## src/rtl/load_store_unit_if.sv

```systemverilog
// Avalon-MM style memory port between the load/store unit and its memory slave.
interface load_store_unit_if;
  logic [31:0] avm_address_o;
  logic        avm_read_o;
  logic        avm_write_o;
  logic [31:0] avm_writedata_o;
  logic [3:0]  avm_byteenable_o;
  logic        avm_waitrequest_i;
  logic [31:0] avm_readdata_i;

  modport master (
    output avm_address_o,
    output avm_read_o,
    output avm_write_o,
    output avm_writedata_o,
    output avm_byteenable_o,
    input  avm_waitrequest_i,
    input  avm_readdata_i
  );

  modport slave (
    input  avm_address_o,
    input  avm_read_o,
    input  avm_write_o,
    input  avm_writedata_o,
    input  avm_byteenable_o,
    output avm_waitrequest_i,
    output avm_readdata_i
  );
endinterface

```

## src/rtl/load_store_unit.sv

```systemverilog
// Load/store unit: one bus transaction per memory instruction, with byte-lane
// steering, load extraction/extension, misalignment and stall-timeout reporting.
module load_store_unit #(
  parameter int unsigned WAIT_LIMIT = 0
) (
  input  logic                    clk,
  input  logic                    reset_i,
  input  logic                    start_i,
  input  logic [5:0]              opcode_i,
  input  logic [31:0]             effective_address_i,
  input  logic [31:0]             rt_i,
  output logic                    busy_o,
  output logic                    done_o,
  output logic [31:0]             load_data_o,
  output logic                    addr_error_o,
  output logic                    bus_error_o,
  load_store_unit_if.master       avm
);

  typedef enum logic [1:0] {IDLE, ACCESS, DONE} state_t;
  typedef enum logic [1:0] {SZ_B, SZ_H, SZ_W} size_t;

  localparam bit          LIMITED  = (WAIT_LIMIT != 0);
  localparam logic [31:0] LIMIT_M1 = 32'(WAIT_LIMIT - 1);

  state_t      state;
  size_t       lat_size;
  logic        lat_signed;
  logic [1:0]  lat_off;
  logic [31:0] wait_cnt;

  logic        dec_valid;
  logic        dec_store;
  logic        dec_signed;
  size_t       dec_size;
  logic        dec_aligned;
  logic [3:0]  dec_be;
  logic [31:0] dec_wdata;

  logic [31:0] rd_shifted;
  logic [31:0] load_ext;

  // Decode the launch request: operation class, alignment, lanes and store data.
  always_comb begin
    dec_valid   = 1'b1;
    dec_store   = 1'b0;
    dec_signed  = 1'b0;
    dec_size    = SZ_W;
    dec_aligned = 1'b1;
    dec_be      = 4'b1111;
    dec_wdata   = rt_i;
    case (opcode_i)
      6'h20: begin dec_size = SZ_B; dec_signed = 1'b1; end
      6'h21: begin dec_size = SZ_H; dec_signed = 1'b1; end
      6'h23: dec_size = SZ_W;
      6'h24: dec_size = SZ_B;
      6'h25: dec_size = SZ_H;
      6'h28: begin dec_size = SZ_B; dec_store = 1'b1; end
      6'h29: begin dec_size = SZ_H; dec_store = 1'b1; end
      6'h2B: begin dec_size = SZ_W; dec_store = 1'b1; end
      default: dec_valid = 1'b0;
    endcase
    case (dec_size)
      SZ_B: begin
        dec_aligned = 1'b1;
        dec_be      = 4'b0001 << effective_address_i[1:0];
        dec_wdata   = {24'b0, rt_i[7:0]} << {effective_address_i[1:0], 3'b000};
      end
      SZ_H: begin
        dec_aligned = ~effective_address_i[0];
        dec_be      = effective_address_i[1] ? 4'b1100 : 4'b0011;
        dec_wdata   = effective_address_i[1] ? {rt_i[15:0], 16'b0} : {16'b0, rt_i[15:0]};
      end
      default: begin
        dec_aligned = (effective_address_i[1:0] == 2'b00);
        dec_be      = 4'b1111;
        dec_wdata   = rt_i;
      end
    endcase
  end

  // Extract and extend the load value from the live read data using the latched request.
  always_comb begin
    rd_shifted = avm.avm_readdata_i >> {lat_off, 3'b000};
    case (lat_size)
      SZ_B:    load_ext = {{24{lat_signed & rd_shifted[7]}}, rd_shifted[7:0]};
      SZ_H:    load_ext = {{16{lat_signed & rd_shifted[15]}}, rd_shifted[15:0]};
      default: load_ext = avm.avm_readdata_i;
    endcase
  end

  // Transaction FSM with all outputs registered.
  always_ff @(posedge clk) begin
    if (reset_i) begin
      state                <= IDLE;
      lat_size             <= SZ_W;
      lat_signed           <= 1'b0;
      lat_off              <= '0;
      wait_cnt             <= '0;
      busy_o               <= 1'b0;
      done_o               <= 1'b0;
      load_data_o          <= '0;
      addr_error_o         <= 1'b0;
      bus_error_o          <= 1'b0;
      avm.avm_address_o    <= '0;
      avm.avm_read_o       <= 1'b0;
      avm.avm_write_o      <= 1'b0;
      avm.avm_writedata_o  <= '0;
      avm.avm_byteenable_o <= '0;
    end else begin
      done_o       <= 1'b0;
      addr_error_o <= 1'b0;
      bus_error_o  <= 1'b0;
      case (state)
        IDLE: begin
          if (start_i && dec_valid) begin
            busy_o <= 1'b1;
            if (!dec_aligned) begin
              state        <= DONE;
              done_o       <= 1'b1;
              addr_error_o <= 1'b1;
            end else begin
              state                <= ACCESS;
              wait_cnt             <= '0;
              lat_size             <= dec_size;
              lat_signed           <= dec_signed;
              lat_off              <= effective_address_i[1:0];
              avm.avm_address_o    <= {effective_address_i[31:2], 2'b00};
              avm.avm_read_o       <= ~dec_store;
              avm.avm_write_o      <= dec_store;
              avm.avm_writedata_o  <= dec_store ? dec_wdata : '0;
              avm.avm_byteenable_o <= dec_be;
            end
          end
        end
        ACCESS: begin
          if (!avm.avm_waitrequest_i) begin
            avm.avm_read_o  <= 1'b0;
            avm.avm_write_o <= 1'b0;
            if (avm.avm_read_o) load_data_o <= load_ext;
            done_o <= 1'b1;
            state  <= DONE;
          end else if (LIMITED && wait_cnt == LIMIT_M1) begin
            avm.avm_read_o  <= 1'b0;
            avm.avm_write_o <= 1'b0;
            done_o          <= 1'b1;
            bus_error_o     <= 1'b1;
            state           <= DONE;
          end else begin
            wait_cnt <= wait_cnt + 32'd1;
          end
        end
        DONE: begin
          busy_o <= 1'b0;
          state  <= IDLE;
        end
        default: begin
          busy_o <= 1'b0;
          state  <= IDLE;
        end
      endcase
    end
  end

endmodule

```

## src/flat_wrapper.sv

```systemverilog
// flat-port wrapper written by rule: the top's interface ports become plain ports
module load_store_unit_flat 
#(
  parameter int unsigned WAIT_LIMIT = 0
)
  (clk, reset_i, start_i, opcode_i, effective_address_i, rt_i, busy_o, done_o, load_data_o, addr_error_o, bus_error_o, avm_avm_address_o, avm_avm_read_o, avm_avm_write_o, avm_avm_writedata_o, avm_avm_byteenable_o, avm_avm_waitrequest_i, avm_avm_readdata_i);
  load_store_unit_if avm_i ();
  input  logic clk;
  input  logic reset_i;
  input  logic start_i;
  input  logic [5:0] opcode_i;
  input  logic [31:0] effective_address_i;
  input  logic [31:0] rt_i;
  output logic busy_o;
  output logic done_o;
  output logic [31:0] load_data_o;
  output logic addr_error_o;
  output logic bus_error_o;
  output wire logic [$bits(avm_i.avm_address_o)-1:0] avm_avm_address_o;
  output wire logic [$bits(avm_i.avm_read_o)-1:0] avm_avm_read_o;
  output wire logic [$bits(avm_i.avm_write_o)-1:0] avm_avm_write_o;
  output wire logic [$bits(avm_i.avm_writedata_o)-1:0] avm_avm_writedata_o;
  output wire logic [$bits(avm_i.avm_byteenable_o)-1:0] avm_avm_byteenable_o;
  input wire logic [$bits(avm_i.avm_waitrequest_i)-1:0] avm_avm_waitrequest_i;
  input wire logic [$bits(avm_i.avm_readdata_i)-1:0] avm_avm_readdata_i;
  assign avm_avm_address_o = avm_i.avm_address_o;
  assign avm_avm_read_o = avm_i.avm_read_o;
  assign avm_avm_write_o = avm_i.avm_write_o;
  assign avm_avm_writedata_o = avm_i.avm_writedata_o;
  assign avm_avm_byteenable_o = avm_i.avm_byteenable_o;
  assign avm_i.avm_waitrequest_i = avm_avm_waitrequest_i;
  assign avm_i.avm_readdata_i = avm_avm_readdata_i;
  load_store_unit #(.WAIT_LIMIT(WAIT_LIMIT)) u_core (.clk(clk), .reset_i(reset_i), .start_i(start_i), .opcode_i(opcode_i), .effective_address_i(effective_address_i), .rt_i(rt_i), .busy_o(busy_o), .done_o(done_o), .load_data_o(load_data_o), .addr_error_o(addr_error_o), .bus_error_o(bus_error_o), .avm(avm_i));
endmodule
```

## config.mk

```make
export PLATFORM = sky130hd
export DESIGN_NAME = load_store_unit_flat
export DESIGN_NICKNAME = d
export VERILOG_FILES = /design/src/rtl/load_store_unit_if.sv /design/src/rtl/load_store_unit.sv /design/src/flat_wrapper.sv
export SDC_FILE = /design/constraint.sdc
export NUM_CORES = 1
export LEC_CHECK = 0
export CAP_MARGIN = 20
export CORE_MARGIN = 2
export CORE_UTILIZATION = 57
export CTS_CLUSTER_DIAMETER = 40
export DETAILED_ROUTE_END_ITERATION = 10
export DONT_BUFFER_PORTS = 1
export GPL_ROUTABILITY_DRIVEN = 1
export PLACE_DENSITY = 0.75
export SYNTH_ARGS = -nofsm -noshare
export SYNTH_HDL_FRONTEND = slang
export SYNTH_SLANG_ARGS = --single-unit
```

## constraint.sdc

```tcl
create_clock -name clk -period 1.6 [get_ports clk]
set_clock_uncertainty 0.05 [all_clocks]
set_input_delay 0.16 -clock clk [delete_from_list [all_inputs] [get_ports clk]]
set_output_delay 0.16 -clock clk [all_outputs]
set_load 0.01 [all_outputs]
```

After elaboration in Yosys (flattened, before gate mapping) --
Index checks and enable logic that the tools add are counted.
Word-level totals: register bits 110, bits of input ports 106, word-level logic and storage cells 82
Operators by class: equality and inequality tests 14, shift operators 3, muxes and demuxes 28, bitwise operators 7, reductions and logical operators 17
Operator list (count):
- case mux 32 bit (2 select lines) | 2
- 2-to-1 mux 32 bit | 2
- equality test 6 bit, second input constant | 8
- << shifter 8 x 5 -> 32 bit | 1
- >> shifter 32 x 5 -> 16 bit | 1
- 2-to-1 mux 1 bit | 12
- case mux 1 bit (2 select lines) | 5
- OR reduction 3 bit | 3
- logical NOT 2 bit | 4
- case mux 2 bit (2 select lines) | 2
- case mux 4 bit (2 select lines) | 1
- OR reduction 8 bit | 1
- equality test 2 x 1 -> 1 bit, second input constant | 3
- 2-to-1 mux 2 bit | 3
- AND reduction 3 bit | 2
- inverter 1 bit | 5
- 2-to-1 mux 4 bit | 1
- inequality test 2 x 1 -> 1 bit, second input constant | 2
- AND reduction 2 bit | 2
- AND reduction 4 bit | 1
- OR reduction 2 bit | 2
- << shifter 1 x 2 -> 4 bit, first input constant | 1
- AND 1 bit | 2
- inequality test 2 bit, second input constant | 1
- other kinds (2) | 2

Logic depth before layout (Yosys ltp) --
Gate-level depths: netlist (run 1).
depth after elaboration 8, mapped depth 7

Worst setup path before layout (run 1) --
Ideal clock, no wire load.
kind flip-flop to flip-flop, start point register u_core.lat_off[0], end point register u_core.load_data_o[21], setup time 0.122 ns, arrival 1.475 ns, path slack -0.047 ns, cell stages (with the launch flop) 5, buffers on the path 1, clock period less this slack 1.647 ns, path through dfxtp_1 -> mux4_2 -> o2111ai_2 -> buf_2 -> a21oi_1
On the way: cells in the longest elaborated chain, start to end 3, elaborated cells on any way between the ends 4
RTL lines:
- from (decl) | RTL line load_store_unit.sv:29 | logic [1:0] lat_off;
- from (signal assigned) | RTL line load_store_unit.sv:127 | lat_off <= effective_address_i[1:0];
- >> shifter 32 x 5 -> 16 bit * | RTL line load_store_unit.sv:84 | rd_shifted = avm.avm_readdata_i >> {lat_off, 3'b000};
- AND 1 bit, on equally long branches | RTL line load_store_unit.sv:87, load_store_unit.sv:86
- case mux 32 bit (2 select lines) * | RTL line load_store_unit.sv:85 | case (lat_size)
- to (signal assigned) | RTL line load_store_unit.sv:140 | if (avm.avm_read_o) load_data_o <= load_ext;
- to (decl) | RTL line load_store_unit.sv:14 | output logic [31:0] load_data_o,
Every way passes the cells marked *; elsewhere a longest branch is shown, timed or not. A chain may end at the register's enable or synchronous reset.

Worst setup path in the final report (run 1) --
start point register u_core.state[1], end point register u_core.avm.avm_byteenable_o[3]
On the way: cells in the longest elaborated chain, start to end 2
RTL lines:
- from (decl) | RTL line load_store_unit.sv:26 | state_t state;
- from (signal assigned) | RTL line load_store_unit.sv:95 | state <= IDLE;
- from (signal assigned) | RTL line load_store_unit.sv:119 | state <= DONE;
- from (signal assigned) | RTL line load_store_unit.sv:123 | state <= ACCESS;
- logical NOT 2 bit | RTL line load_store_unit.sv:114 | case (state)
- AND reduction 3 bit (no source line)
- to (signal assigned) | RTL line load_store_unit.sv:109 | avm.avm_byteenable_o <= '0;
- to (signal assigned) | RTL line load_store_unit.sv:132 | avm.avm_byteenable_o <= dec_be;
- to (decl) | RTL line load_store_unit_if.sv:16 | output avm_byteenable_o,
No other way between the ends.

==> metrics.txt, run 1 <==
top-area cell type share of the netlist area=42.1%; Synth async-reset ratio=0%; post-route cell area=between 6000 and 7000 sq um; Max Slew Vio Count=0; Warnings, synthesis=0; critical path capture point type=flop; DRC Markers=0; Reg-to-Reg End=u_core.avm.avm_byteenable_o[3]$_SDFFE_PP0P_; fill cell count=around 680; setup ws final=-0.0297 ns; Die Height=99.8 um; CTS Buf Count=9; dpl cell area=between 5000 and 6000 sq um; largest net degree at the start of global routing=just under 90; FF+latch count, synth=between 100 and 150; Pre-antenna DRT Iters=5; hold path depth=1; Net Sw Power=0.00120 W; WP buf/inv=1; Port Buffer Count=0; worst-path fanout max=8; Ant. Diodes=0; Sw Ratio=between 20% and 30%; unrepaired setup endpoints after global routing=true; VDD IR max=between 0.4 and 0.5 mV; synthesized area=~5200 sq um; Crit path largest cell delay=~0.37 ns; via count=approximately 5,000; Tmin final=~1.6 ns; Top delay family on crit path=compound AO/OA/AOI/OAI gates; CP Class=reg -> reg; die area=9960 sq um; Clock H-tree levels=3; placed insts=between 600 and 700; Final Hold Violating Endpoints=87; Layout Nets=a little over 700; hold_ws=-0.194 ns; Final setup viols=5; fmax=~610 MHz; Post-DRT Antenna Nets=0; GRT Util Overall=29.6%; clock sinks=110; DP HPWL=10,800 um; cell row count=34; status=finished, violations left; Worst Path Required=roughly 1.8 ns; Clk pwr share=between 30% and 40%; CTS Buffer Depth=2; first-pass GRT wire length=~24,000 um; slew at the pin closest to its max-slew limit=approximately 0.71 ns; core area=just under 9000 sq um; relative slew slack=approximately 52%; Worst Reg-to-Reg Cells=5; clk slew on worst S/H paths=0.10 ns; Int Pwr=about 0.0036 W; most frequent cells after synthesis=dfxtp_1, a21oi_1, o21ai_1; pwr dens=770 nW/um^2; Pleak=1.92 nW; ranking of synthesized cells by area=dfxtp_1, a21oi_1, mux2i_1; Ports=between 200 and 250; most common cell in the netlist=dfxtp_1; Final Core Density=about 71%; CTS Hold Buffers Added=22; crit-path cells=nor3b_4, o2111a_2, buf_12, a21oi_1, a311oi_1; Area growth syn-to-layout=19.5%; hold path startpoint=reset_i; crit path DAT=approximately 1.9 ns; reg-to-reg startpoint=u_core.state[1]$_SDFFE_PP0P_; failing checks=hold timing, setup timing; vias per inst=between 6 and 7; max-capacitance violation count=0; layout cell share with drive strength beyond 1=a little under a fifth; antenna violations before repair=0; die width=~100 um; drt initial violations=270; Cells after Synth=around 600; vias in the first global route=roughly 4,700; Comb power frac=under 10%; Clk Latency, worst-skew pair=between 0.3 and 0.4 ns; Synth area leader=dfxtp_1; pre-CTS setup slack=-0.0659 ns; crit share post-route=102%; Finished Layout Cells=728; post-synthesis sequential area ratio=between 40 and 50%; Mean Syn Cell Area=roughly 8.7 sq um; CP max-delay cell=dfxtp_4; count of different cell masters after synthesis=56; CP Launch Type=flop; Root Buffer=clkbuf_8; Main synth FF type=dfxtp_1; GP Congestion=0.894; part of the power in registers=slightly below 60%; DR WL/cell=21.4 um; slack of the worst reg-to-reg path=-0.03 ns; Hold Crit Class=in -> reg; worst hold endpoint=u_core.state[1]$_SDFFE_PP0P_; CTS tree=done; final wirelength=15,600 um; Post-synth EDFFs=0; total global routing overflow=0; Initial Utilization=around 59%
cell type report:
type | instances | area (sq um) | share of cell area [%]
repair buffers | 69 | 779 | 12.5
clock inverters | 4 | 30.0 | 0.480
clock buffers | 12 | 155 | 2.48
inverters | 4 | 15.0 | 0.240
well taps | 108 | 135 | 2.16
flip-flops and latches | 110 | 2210 | 35.3
multi-input cells | 421 | 2930 | 46.8
state kept, by name (all words and copies together) (netlist names), 2 cells and up:
register / cells
u_core.lat_off: 2
u_core.avm.avm_byteenable_o: 4
u_core.lat_size: 2
u_core.state: 2
u_core.avm.avm_writedata_o: 32
u_core.avm.avm_address_o: 30
u_core.load_data_o: 32
stage by stage:
stage,hold slack (ns),power [W],TNS [ns]
finish,-0.194,0.00481,-0.0532
global route,-0.216,0.00496,-2.84
CTS,-0.208,0.00480,-0.272
detailed placement,0.188,0.00319,-1.40
global placement,0.181,0.00318,0
floorplan,0.258,0.00314,0
worst register-to-register path, cell delays in order, from the launching register on:
cell,delay (ns)
dfxtp_4,0.37
nor3b_4,0.25
o2111a_2,0.35
buf_12,0.17
a21oi_1,0.06
a311oi_1,0.28
how the worst max path moves through the flow:
stage | from | to | slack (ns) | cells after the start
CTS | u_core.state[1]$_SDFFE_PP0P_ | u_core.avm.avm_address_o[28]$_SDFFE_PP0P_ | -0.04 | 6
global route | u_core.state[1]$_SDFFE_PP0P_ | u_core.avm.avm_writedata_o[2]$_SDFFE_PP0P_ | -0.07 | 5
global placement | u_core.lat_off[0]$_SDFFE_PP0P_ | u_core.load_data_o[6]$_SDFFE_PP0P_ | 0.01 | 6
detailed placement | u_core.lat_off[0]$_SDFFE_PP0P_ | u_core.load_data_o[6]$_SDFFE_PP0P_ | -0.07 | 6
finish | u_core.state[1]$_SDFFE_PP0P_ | u_core.avm.avm_byteenable_o[3]$_SDFFE_PP0P_ | -0.03 | 5
floorplan | u_core.lat_off[0]$_SDFFE_PP0P_ | u_core.load_data_o[21]$_SDFFE_PP0P_ | 0.02 | 4
per-layer routing:
metal | share of wire (%) | global-route usage (%) | vias to the layer above | wire length [um]
met5 | 0 | 0 | - | 0
met4 | 3.7 | 15.7 | 0 | 579
met3 | 10 | 9.75 | 52 | 1570
met2 | 49 | 48.8 | 279 | 7620
met1 | 37 | 34.3 | 2351 | 5840
li1 | - | - | 2303 | -
cell usage in the layout (no fill, tap or decap), drive strengths merged, types with 16 or more instances in the layout:
master,Yosys,final
dfxtp,110,110
a21oi,108,108
o21ai,60,60
buf,31,46
nand3,34,34
a211oi,25,25
mux2i,23,23
dlygate4sd3,0,22
nor2,17,17
nand2,16,16
repair_timing:
item                                    CTS  global route
buffers inserted                          3             1
cloned                                    0             1
pin swaps                                 3            11
endpoints found under the setup margin   54            98
endpoints found under the hold margin   109            87
gates resized for setup                   8            43
power by group through the flow:
| stage | Clock (W) | Sequential [W] | Combinational [W] |
|---|---|---|---|
| final | 0.00160 | 0.00278 | 0.000429 |
| after global routing | 0.00172 | 0.00278 | 0.000461 |
| after CTS | 0.00162 | 0.00278 | 0.000403 |
| after detailed placement | 0 | 0.00284 | 0.000344 |
| after global placement | 0 | 0.00284 | 0.000334 |
| after floorplan | 0 | 0.00284 | 0.000304 |
logic make-up (layout without fill, tap and decap cells):
group,Yosys count,count (layout),share of synthesized area (%)
AOI/OAI and AO/OA,277,277,33.6
buffers and inverters,72,89,6.46
DFF,110,110,42.1
muxes,24,24,4.83
other,1,3,0.0717
and+or+nand+nor,117,117,12.9
Power figures use the tool's default switching activity.
==> run 2, diff against run 1 <==
--- a/config.mk
+++ b/config.mk
@@ -5,6 +5,7 @@
 export SDC_FILE = /design/constraint.sdc
 export NUM_CORES = 1
 export LEC_CHECK = 0
+export ABC_AREA = 0
 export CAP_MARGIN = 20
 export CORE_MARGIN = 2
 export CORE_UTILIZATION = 57
==> constraint.sdc (replaced) <==
create_clock -name clk -period 1.6 [get_ports clk]
set_clock_uncertainty 0.05 [all_clocks]
set_input_delay 0.48 -clock clk [delete_from_list [all_inputs] [get_ports clk]]
set_output_delay 0.48 -clock clk [all_outputs]
set_load 0.01 [all_outputs]
==> run 2 against run 1 <==
  * The run ends with setup timing left
  * Via count shrank 0.24%
  * Sequential share of layout area shrank 1.2 points
  * Sequential power is essentially flat
  * Combinational power grew 5.6%
  * Routed wire length grew 3.7%
  * Die area is the same
  * Utilization grew 2.5 points
  * Hold slack gained 0.31 ns
  * Critical endpoint is now u_core.load_data_o[31]$_SDFFE_PP0P_
  * Largest power group unchanged
==> metrics.txt, run 2 (synthesized netlist as in run 1, its figures left out) <==
largest net degree at the start of global routing=89 (unchanged); dpl cell area=5790 sq um (+4.4%); Finished Layout Cells=728 (unchanged); first-pass GRT wire length=24,500 um (+2.1%); drt initial violations=476 (+76%); antenna violations before repair=1 (+1); post-route cell area=6470 sq um (+3.5%); Post-DRT Antenna Nets=0 (unchanged); pre-CTS setup slack=-0.227 ns (-0.162 ns); failing checks=setup timing; Crit path largest cell delay=0.56 ns (+0.19 ns); CP Class=reg -> reg; Setup TNS=-0.701 ns (-0.648 ns); crit share post-route=103% (+1.4 points); total global routing overflow=0 (unchanged); Pleak=1.96 nW (+2.2%); Largest regs=u_core.avm.avm_writedata_o (32), u_core.load_data_o (32), u_core.avm.avm_address_o (30); worst-path fanout max=8 (unchanged); critical path capture point type=flop; slew at the pin closest to its max-slew limit=0.538 ns (-0.176 ns); Initial Utilization=59.4% (unchanged); via count=4,973 (-0.24%); Die Height=99.8 um (unchanged); setup ws final=-0.0524 ns (-0.0227 ns); Port Buffer Count=0 (unchanged); Ports=212 (unchanged); die width=99.8 um (unchanged); Worst Path Required=1.81 ns (about the same); final wirelength=16,200 um (+3.7%); GP Congestion=0.932 (+4.3%); WP buf/inv=1 (unchanged); Final Hold Violating Endpoints=0 (-100%); status=finished, violations left; max-capacitance violation count=0 (unchanged); unrepaired setup endpoints after global routing=true; Area growth syn-to-layout=23.7%; Hold Crit Class=in -> reg; VDD IR max=0.411 mV (-7.2%); CP Launch Type=flop; core area=8810 sq um (unchanged); pwr dens=775 nW/um^2 (+0.75%); Top delay family on crit path=multiplexers; Clk Latency, worst-skew pair=0.37 ns (about the same); GRT Util Overall=30.2% (+0.56 points); cell row count=34 (unchanged); DR WL/cell=22.2 um (+3.7%); CTS tree=done; CTS Hold Buffers Added=0 (-100%); CTS Buf Count=9 (unchanged); Max Slew Vio Count=0 (unchanged); commonest non-fill, non-tap cell in the layout=dfxtp_1; CP max-delay cell=mux4_2; clock sinks=110 (unchanged); Pre-antenna DRT Iters=5 (unchanged); fmax=605 MHz (-1.4%); crit path DAT=1.86 ns (about the same); relative slew slack=64.0% (+12 points); DP HPWL=11,100 um (+3.5%); Root Buffer=clkbuf_8; hold_ws=0.115 ns (+0.309 ns); crit-path cells=mux4_2, o2111ai_4, buf_12, a211oi_2; vias in the first global route=4,788 (+0.82%); placed insts=701 (+2.3%); Layout Nets=720 (-0.14%); DRC Markers=0 (unchanged); most frequent cells in the layout=dfxtp_1, a21oi_1, buf_4; vias per inst=6.83 (-0.24%); clk slew on worst S/H paths=0.10 ns (about the same); layout cell share with drive strength beyond 1=27.9% (+9.1 points); Final setup viols=19 (+14); Tmin final=1.65 ns (+0.0227 ns); CTS Buffer Depth=2 (unchanged); die area=9960 sq um (unchanged); Clock H-tree levels=3 (unchanged)
run 2: changes by cell type in the layout (fill, tap and decap cells not counted), sizes merged:
| cell | previous run | this run |
|---|---|---|
| buf | 46 | 64 |
| clkbuf | 13 | 15 |
| dlygate4sd3 | 22 | 0 |
| diode | 0 | 1 |
| bufinv | 0 | 1 |
run 2: layout make-up:
| class | instances | area (sq um) |
|---|---|---|
| diodes | 1 | 2.50 |
| clock buffers | 11 | 151 |
| clock inverters | 5 | 66.3 |
| fillers | 637 | 2340 |
| inverters | 4 | 15.0 |
| multi-input cells | 421 | 3130 |
| flip-flops and latches | 110 | 2210 |
| well taps | 108 | 135 |
| repair buffers | 68 | 761 |
run 2: worst paths after layout:
| path | startpoint | slack [ns] | endpoint | cells past startpoint |
|---|---|---|---|---|
| setup / recovery | u_core.lat_off[0]$_SDFFE_PP0P_ | -0.05 | u_core.load_data_o[31]$_SDFFE_PP0P_ | 4 |
| hold / removal | reset_i | 0.12 | u_core.avm.avm_address_o[5]$_SDFFE_PP0P_ | 1 |
| setup reg to reg | u_core.lat_off[0]$_SDFFE_PP0P_ | -0.05 | u_core.load_data_o[31]$_SDFFE_PP0P_ | 4 |
| hold reg to reg | u_core.load_data_o[3]$_SDFFE_PP0P_ | 0.46 | u_core.load_data_o[3]$_SDFFE_PP0P_ | 2 |
run 2: stage by stage:
step                util, %  total power, W
finish                 73.5         0.00502
global route           73.5         0.00520
CTS                    68.9         0.00500
detailed placement     65.8         0.00324
global placement       65.8         0.00323
floorplan                 -         0.00317
run 2: what timing repair did:
item	in CTS	in global routing
gates resized for setup	7	56
setup endpoints to repair	20	82
gates cloned	1	4
pin swaps	1	40
setup buffers	1	4
run 2: routing by layer:
layer	wire [um]	GRT usage (%)
met1	6600	40.3
met5	0	0
met3	1600	9.68
met2	7740	48.1
met4	240	6.85
run 2: report_power, final:
| part | internal, W | switching, W | leakage (nW) |
|---|---|---|---|
| Combinational | 0.000194 | 0.000258 | 0.967 |
| Clock | 0.000827 | 0.000959 | 0.108 |
| Sequential | 0.00276 | 0.0000223 | 0.888 |
==> run 3, diff against run 2 <==
--- a/config.mk
+++ b/config.mk
@@ -14,6 +14,7 @@
 export DONT_BUFFER_PORTS = 1
 export GPL_ROUTABILITY_DRIVEN = 1
 export PLACE_DENSITY = 0.75
+export SKIP_CTS_REPAIR_TIMING = 1
 export SYNTH_ARGS = -nofsm -noshare
 export SYNTH_HDL_FRONTEND = slang
 export SYNTH_SLANG_ARGS = --single-unit
==> run 3 against run 2 <==
  * Combinational power about the same
  * Non-clock buffer count decreased by 5
  * Global-route usage shrank 0.40 points
  * Largest cell class unchanged
  * Largest power group unchanged
  * The run still ends with setup timing left
  * Sequential cell count is the same
  * Register-to-register slack better by 0.04 ns
==> metrics.txt, run 3 (synthesized netlist as in run 1, its figures left out) <==
clk slew on worst S/H paths=0.10 ns (about the same); most frequent cells in the layout=dfxtp_1, a21oi_1, o21ai_1, buf_4, a21oi_2; die width=99.8 um (unchanged); largest net degree at the start of global routing=89 (unchanged); status=finished, violations left; Finished Layout Cells=723 (-0.69%); drt initial violations=427 (-10%); CP max-delay cell=dfxtp_2; Pre-antenna DRT Iters=5 (unchanged); worst-path fanout max=7 (-1); reg-to-reg startpoint=u_core.state[1]$_SDFFE_PP0P_; dpl cell area=5790 sq um (unchanged); Post-DRT Antenna Nets=0 (unchanged); placed insts=701 (unchanged); Initial Utilization=59.4% (unchanged); Final Hold Violating Endpoints=0 (unchanged); failing checks=setup timing; Root Buffer=clkbuf_8; DP HPWL=11,100 um (unchanged); Worst setup endpoint=u_core.avm.avm_address_o[10]$_SDFFE_PP0P_; vias per inst=6.93 (+1.5%); Ports=212 (unchanged); fmax=620 MHz (+2.4%); first-pass GRT wire length=24,300 um (-1.1%); crit-path cells=nor3b_2, buf_4, o2111a_2, buf_6, clkbuf_16, nand3_4, a21oi_2; hold_ws=0.114 ns (-0.00143 ns); Clock H-tree levels=3 (unchanged); core area=8810 sq um (unchanged); cell row count=34 (unchanged); slew at the pin closest to its max-slew limit=0.529 ns (-0.00913 ns); setup ws final=-0.0132 ns (+0.0393 ns); Clk Latency, worst-skew pair=0.37 ns (about the same); crit path DAT=1.87 ns (about the same); Final Core Density=72.9% (-0.53 points); Die Height=99.8 um (unchanged); antenna violations before repair=1 (unchanged); layout cell share with drive strength beyond 1=28.7% (+0.72 points); DRC Markers=0 (unchanged); post-route cell area=6420 sq um (-0.72%); Final setup viols=6 (-13); die area=9960 sq um (unchanged); crit share post-route=101% (-2.5 points); Layout Nets=715 (-0.69%); fill cell count=639 (+0.31%); Area growth syn-to-layout=22.8%; CTS Buffer Depth=2 (unchanged); Worst Setup SP=u_core.state[1]$_SDFFE_PP0P_; critical path capture point type=flop; DR WL/cell=22.5 um (+1.3%); Pleak=1.93 nW (-1.9%); VDD IR max=0.422 mV (+2.6%); CP Class=reg -> reg; clock sinks=110 (unchanged); Max Slew Vio Count=0 (unchanged); vias in the first global route=4,736 (-1.1%); slack of the worst reg-to-reg path=-0.01 ns (+0.04 ns); CTS Buf Count=9 (unchanged); max-capacitance violation count=0 (unchanged); hold path depth=1 (unchanged); final wirelength=16,300 um (+0.64%); via count=5,011 (+0.76%); Crit path largest cell delay=0.34 ns (-0.22 ns); Port Buffer Count=0 (unchanged); GRT Util Overall=29.8% (-0.40 points); GP Congestion=0.932 (unchanged); unrepaired setup endpoints after global routing=true; Tmin final=1.61 ns (-0.0393 ns); Hold Crit Class=in -> reg; CP Launch Type=flop; CTS tree=done; Worst Path Required=1.85 ns (+0.04 ns); Largest regs=u_core.avm.avm_writedata_o (32), u_core.load_data_o (32), u_core.avm.avm_address_o (30); total global routing overflow=0 (unchanged); pwr dens=781 nW/um^2 (+0.78%); Reg-to-Reg End=u_core.avm.avm_address_o[10]$_SDFFE_PP0P_; Worst Reg-to-Reg Cells=7 (+3); relative slew slack=64.6% (+0.61 points); commonest non-fill, non-tap cell in the layout=dfxtp_1
==> run 3: cell types whose count changed in the layout (fill, tap and decap cells not counted), moves of 2 or more <==
cell	delta
a21oi_1	-2
a21oi_2	+3
buf_4	-4
nand3_1	-6
nand3_2	+6
==> run 3: layout make-up <==
cell class | instances | area [sq um] | share of cell area, %
Clock inverter | 5 | 66.3 | 1.03
Timing Repair Buffer | 63 | 684 | 10.7
Clock buffer | 11 | 151 | 2.36
Tap cell | 108 | 135 | 2.10
Antenna cell | 1 | 2.50 | 0.0390
Multi-Input combinational cell | 421 | 3160 | 49.2
Sequential cell | 110 | 2210 | 34.3
Inverter | 4 | 15.0 | 0.234
==> run 3: where the power goes <==
group	internal (W)	leakage, nW	switching, W
clock	0.000827	0.108	0.000961
combinational	0.000191	0.930	0.000264
sequential	0.00276	0.888	0.0000225
==> run 3: per-layer routing <==
layer	GRT usage, %	vias to the layer above	part of all wire [%]
met5	0	-	0
met2	47.3	284	47
met1	39.8	2385	40
li1	-	2296	-
met4	6.64	0	1.8
met3	9.82	46	11
==> run 3: worst max-delay path: cells and delay by family (launching register included) <==
family	cells	cell delay, ns
AOI/OAI and AO/OA	2	0.40
buffers and inverters	3	0.52
DFF	1	0.34
and+or+nand+nor	2	0.24
==> run 3: worst min-delay path by stage <==
stage / start / end
2_1_floorplan: u_core.load_data_o[0]$_SDFFE_PP0P_ / u_core.load_data_o[0]$_SDFFE_PP0P_
3_3_place_gp: u_core.load_data_o[4]$_SDFFE_PP0P_ / u_core.load_data_o[4]$_SDFFE_PP0P_
3_5_place_dp: u_core.load_data_o[3]$_SDFFE_PP0P_ / u_core.load_data_o[3]$_SDFFE_PP0P_
4_1_cts: reset_i / u_core.avm.avm_writedata_o[8]$_SDFFE_PP0P_
5_1_grt: reset_i / u_core.avm.avm_writedata_o[17]$_SDFFE_PP0P_
6_report: reset_i / u_core.avm.avm_address_o[5]$_SDFFE_PP0P_
==> run 3: metrics by stage <==
step | total power [W] | TNS [ns] | setup WS, ns
finish | 0.00502 | -0.0541 | -0.0132
global route | 0.00520 | -1.18 | -0.0733
CTS | 0.00500 | -0.403 | -0.0401
detailed placement | 0.00324 | -10.96 | -0.227
global placement | 0.00323 | -6.67 | -0.128
floorplan | 0.00317 | -2.88 | -0.166
